==> src/rtl/eth_stat_counter.sv <==
// Saturating statistics counter with synchronous clear that wins over increment.
// Single-cycle update, no flow control.
module eth_stat_counter #(
   parameter int CNT_WIDTH = 32
) (
   input  logic                 clk,
   input  logic                 resetN,
   input  logic                 inc,
   input  logic                 clr,
   output logic [CNT_WIDTH-1:0] cnt
);

   logic [CNT_WIDTH-1:0] cnt_q, cnt_d;

   always_comb begin
      cnt_d = cnt_q;
      if (clr)
         cnt_d = '0;
      else if (inc && (cnt_q != {CNT_WIDTH{1'b1}}))
         cnt_d = cnt_q + {{(CNT_WIDTH-1){1'b0}}, 1'b1};
   end

   always_ff @(posedge clk or negedge resetN) begin
      if (!resetN)
         cnt_q <= '0;
      else
         cnt_q <= cnt_d;
   end

   assign cnt = cnt_q;

endmodule

==> config.mk <==
export PLATFORM = sky130hd
export DESIGN_NAME = eth_stat_counter
export DESIGN_NICKNAME = d
export VERILOG_FILES = /design/src/rtl/eth_stat_counter.sv
export SDC_FILE = /design/constraint.sdc
export NUM_CORES = 1
export LEC_CHECK = 0
export ABC_AREA = 1
export CAP_MARGIN = 20
export CORE_MARGIN = 3
export CORE_UTILIZATION = 45
export CTS_BUF_LIST = sky130_fd_sc_hd__clkbuf_16
export CTS_CLUSTER_DIAMETER = 60
export DETAILED_ROUTE_END_ITERATION = 12
export DONT_BUFFER_PORTS = 1
export GPL_TIMING_DRIVEN = 0
export PLACE_DENSITY_LB_ADDON = 0.08
export SETUP_SLACK_MARGIN = 0.4
export SYNTH_ARGS = -nofsm -noshare
export SYNTH_HDL_FRONTEND = slang
export SYNTH_SLANG_ARGS = --single-unit
==> constraint.sdc <==
create_clock -name clk -period 2.9 [get_ports clk]
set_input_delay 0.58 -clock clk [delete_from_list [all_inputs] [get_ports clk]]
set_output_delay 0.58 -clock clk [all_outputs]
set_load 0.1 [all_outputs]
## Word-level counts from Yosys, hierarchy flattened

Index checks and enable logic that the tools add are counted.

| storage, ports and cells | value |
|---|---|
| word-level logic and storage cells | 7 |
| output and inout port bits | 32 |
| flip-flop bits (word level) | 32 |

| operators by class | value |
|---|---|
| muxes and demuxes | 2 |
| eq/ne operators | 1 |
| add/sub/neg operators | 1 |
| reductions and logical operators | 2 |

Operator list:

| kind | count |
|---|---|
| two-way mux 32 bit | 2 |
| adder 32 x 1 -> 32 bit (second input constant) | 1 |
| != test 32 bit (second input constant) | 1 |
| nonzero test 2 bit | 1 |
| logical AND 1 bit | 1 |

## Longest topological paths before layout

| logic depth | value |
|---|---|
| depth in word-level cells | 4 |
| mapped depth | 12 |
| mapped depth without buffers | 11 |

## Worst setup path after synthesis

Ideal clock, no wire load.

| timing | value |
|---|---|
| kind | register -> register |
| from | register cnt_q[1], in the netlist cnt[1] |
| to | register cnt_q[13], in the netlist cnt[13] |
| stages on the path, launching flop included | 13 |
| arrival | 2.346 ns |
| buffers on the path | 1 |
| required time | 2.832 ns |
| setup slack | 0.486 ns |
| path through | dfrtp_1 > ha_1 > nand2_2 > nor2_4 > nand2_4 > nor2_8 > nand2_4 > nand2_8 > nand2_4 > inv_2 > buf_6 > nand2_1 > nand2_1 |

| on the way | value |
|---|---|
| cells in the longest elaborated chain, start to end | 3 |

Ends and longest elaborated chain:

| item | RTL line | RTL |
|---|---|---|
| start, declared | 13 | `logic [CNT_WIDTH-1:0] cnt_q, cnt_d;` |
| start signal, assigned | 27 | `cnt_q <= cnt_d;` |
| adder 32 x 1 -> 32 bit / != test 32 bit (equally long branches) | 20, 19 |  |
| two-way mux 32 bit / logical AND 1 bit (equally long branches) | 19 | `else if (inc && (cnt_q != {CNT_WIDTH{1'b1}}))` |
| two-way mux 32 bit / nonzero test 2 bit (equally long branches) | -- |  |

Several ways; a longest one is shown, not always the timed one. The select of a mux whose other input is x is not followed.
A chain may end at the register's enable or synchronous reset.

## Worst setup path in the final report

| timing | value |
|---|---|
| from | register cnt_q[1], in the netlist cnt[1] |
| to | register cnt_q[30], in the netlist cnt[30] |

Same word-level chain as after synthesis.

==> metrics.md <==
| Metric | Value |
|---|---|
| Routability cong. | `0.889` |
| Power per cell area | `437 nW/µm²` |
| Arrival time at the worst endpoint | `2.54 ns` |
| DRT iter0 DRCs | `163` |
| Setup Skew | `0.00570 ns` |
| Post-Syn Area per Cell | `6.50 µm²` |
| Row Count | `25` |
| Crit Path Category | `flip-flop to flip-flop` |
| Input/output buffers | `0` |
| Skew-Pair Late Insertion Delay | `0.28 ns` |
| Setup crit end | `cnt[30]` |
| H-tree levels | `2` |
| Unrepaired setup endpoints after global routing | `no` |
| Hold Crit Class | `primary input to asynchronous set/reset pin` |
| Worst setup SP type | `flip-flop` |
| Req. time, crit path | `3.11 ns` |
| Peak VDD IR | `264 µV` |
| Setup bufs post-CTS | `0` |
| CTS Buf Count | `5` |
| Total grt overflow | `0` |
| Largest register FFs | `32` |
| Launch point of the worst path | `cnt[1]` |
| Drt total wl | `5950 µm` |
| CP endpoint kind | `flip-flop` |
| ANT cells | `0` |
| Path depth of the worst reg2reg path | `12` |
| Area of the core | `4790 µm²` |
| Max-slew violations | `0` |
| Area Growth Syn to Fin | `13.8%` |
| Largest net degree at the start of global routing | `33` |
| Fin util | `53.3%` |
| Wire per inst | `14.1 µm` |
| Die area | `5870 µm²` |
| DPL Wire Length | `4380 µm` |
| CTS tree | `built` |
| Vias per cell | `5.10` |
| Clock root buffer | `clkbuf_16` |
| Sink Count | `32` |
| DR vias | `2,148` |
| Fin Setup TNS | `0 ns` |
| Gr usage total | `22.2%` |
| Slew at the pin closest to its max-slew limit | `1.03 ns` |
| Sequential area share after synthesis | `35.7%` |
| Die X | `76.6 µm` |
| Final Hold Violating Endpoints | `0` |
| RR Endpoint | `cnt[30]` |
| Max_slew headroom | `31.0%` |
| Post-synthesis cell type count | `26` |
| Synth Register Bits | `32` |
| Worst reg2reg startpoint | `cnt[1]` |
| Vias in the first global route | `2,053` |
| Starting density of the core | `46.9%` |
| Nets | `358` |
| First-pass GRT wire length | `10,400 µm` |
| Io pins | `36` |
| Clock transition at path regs | `0.06 ns` |
| Minimum clock period | `2.33 ns` |
| Final setup vio count | `0` |
| Period utilization | `80.3%` |
| Number of max-cap violations | `0` |
| R2r setup slk | `0.57 ns` |
| Yosys Warn Count | `0` |
| Synthesized instance count | `345` |
| ANT nets after route | `0` |
| Hold WS | `0.127 ns` |
| Share of cells above drive strength 1 | `17.2%` |
| Fmax achieved | `430 MHz` |
| Syn nets | `350` |
| Status | `complete, no violations` |
| Drt pass-1 iters | `5` |
| Crit path max fanout | `10` |
| Residual DRC | `0` |
| Cell Area, Synth | `2240 µm²` |
| Initial antenna violation count | `0` |
| Deepest clock path buffer count | `2` |
| Die height | `76.6 µm` |
| Leak pwr | `1.11 nW` |
-- worst max-delay path: stages, from the launching register on --
cell and delay (ns):
dfrtp_2 0.71, ha_1 0.30, nand2_2 0.08, nor2_4 0.21, nand2_4 0.12, nor2_8 0.18, nand2_4 0.08, nand2_8 0.10
nand2_4 0.07, inv_2 0.10, buf_6 0.16, nand2_1 0.06, nand2_1 0.10
-- metal layers --
metal / GRT usage [%] / vias to the layer above / wire length (µm)
met5: 0 / - / 0
met3: 6.15 / 8 / 390
met4: 6.70 / 0 / 81
met2: 33.9 / 63 / 2640
met1: 30.7 / 981 / 2830
li1: - / 1096 / -
-- through the flow --
step / std cells / worst slack (ns) / cell area [µm²] / power (mW)
floorplan: 345 / 0.486 / 2240 / 0.509
finish: 421 / 0.573 / 2550 / 1.12
detailed placement: 412 / 0.207 / 2330 / 0.522
global route: 421 / 0.407 / 2550 / 1.16
CTS: 421 / 0.409 / 2520 / 1.13
global placement: 412 / 0.222 / 2330 / 0.522
-- synth_stat cells --
cell type  instances  area (µm²)
ha_1               1        12.5
buf_2              1        5.00
or2_2              1        6.26
o21ai_0            4        20.0
a21oi_1            4        20.0
nand4_1            8        50.1
nor2_2             4        25.0
nand2_8            1        20.0
a22oi_1            1        7.51
buf_1              1        3.75
xor2_1             5        43.8
nand2_4            3        33.8
nand2_1          135         507
o21ai_1           10        50.1
buf_6              4        45.0
nor2_4             2        22.5
nand3_1           34         170
nor2_1            52         195
dfrtp_1           32         801
xnor2_1            4        35.0
nand2_2            3        18.8
inv_1             29         109
nand3b_1           1        7.51
nor2_8             1        20.0
inv_2              2        7.51
clkbuf_1           2        7.51
-- cells in the final DEF (no fill, tap or decap), drive strengths merged, types with 5 or more instances in the layout --
cell type,Yosys,layout
buf,6,7
clkbuf,2,7
dfrtp,32,32
inv,31,32
nand2,142,142
nand3,34,34
nand4,8,8
nor2,59,59
o21ai,14,14
xor2,5,5
-- worst min path at each step --
stage	startpoint	endpoint	cells past startpoint	slack, ns
floorplan	resetN	cnt[0]	0	0.28
global placement	resetN	cnt[8]	0	0.29
detailed placement	resetN	cnt[8]	0	0.29
CTS	resetN	cnt[7]	1	0.13
global route	resetN	cnt[7]	1	0.13
finish	resetN	cnt[7]	1	0.13
-- final cells by class --
class | count | area (µm²)
buffer | 8 | 61.3
clock buffer | 5 | 125
clock inverter | 3 | 38.8
fill | 496 | 2230
inverter | 31 | 116
multi-input combinational | 274 | 1270
sequential | 32 | 838
tap | 67 | 83.8
timing repair buffer | 1 | 20.0
-- cell families (layout without fill, tap and decap cells) --
kind of cell	count (synthesis)	after routing	synth area share [%]
AO/OA/AOI/OAI	19	19	4.35
XOR/XNOR	9	9	3.51
adder cells (fa/ha/maj)	1	1	0.558
buffers and inverters	39	48	7.92
flip-flops	32	32	35.7
AND/OR/NAND/NOR	245	245	48.0
-- power breakdown --
group          switching [mW]  internal [mW]  leakage [nW]
combinational          0.0385         0.0159         0.625
sequential             0.0214          0.449         0.396
clock                   0.190          0.400        0.0850
total                   0.250          0.865          1.11
-- what timing repair did --
item / in CTS / in global routing
gates resized for setup: 7 / 24
endpoints found under the hold margin: 32 / 0
hold buffers: 1 / 0
endpoints found under the setup margin: 30 / 31
gates cloned: 0 / 0
(Power assumes the default switching activity.)
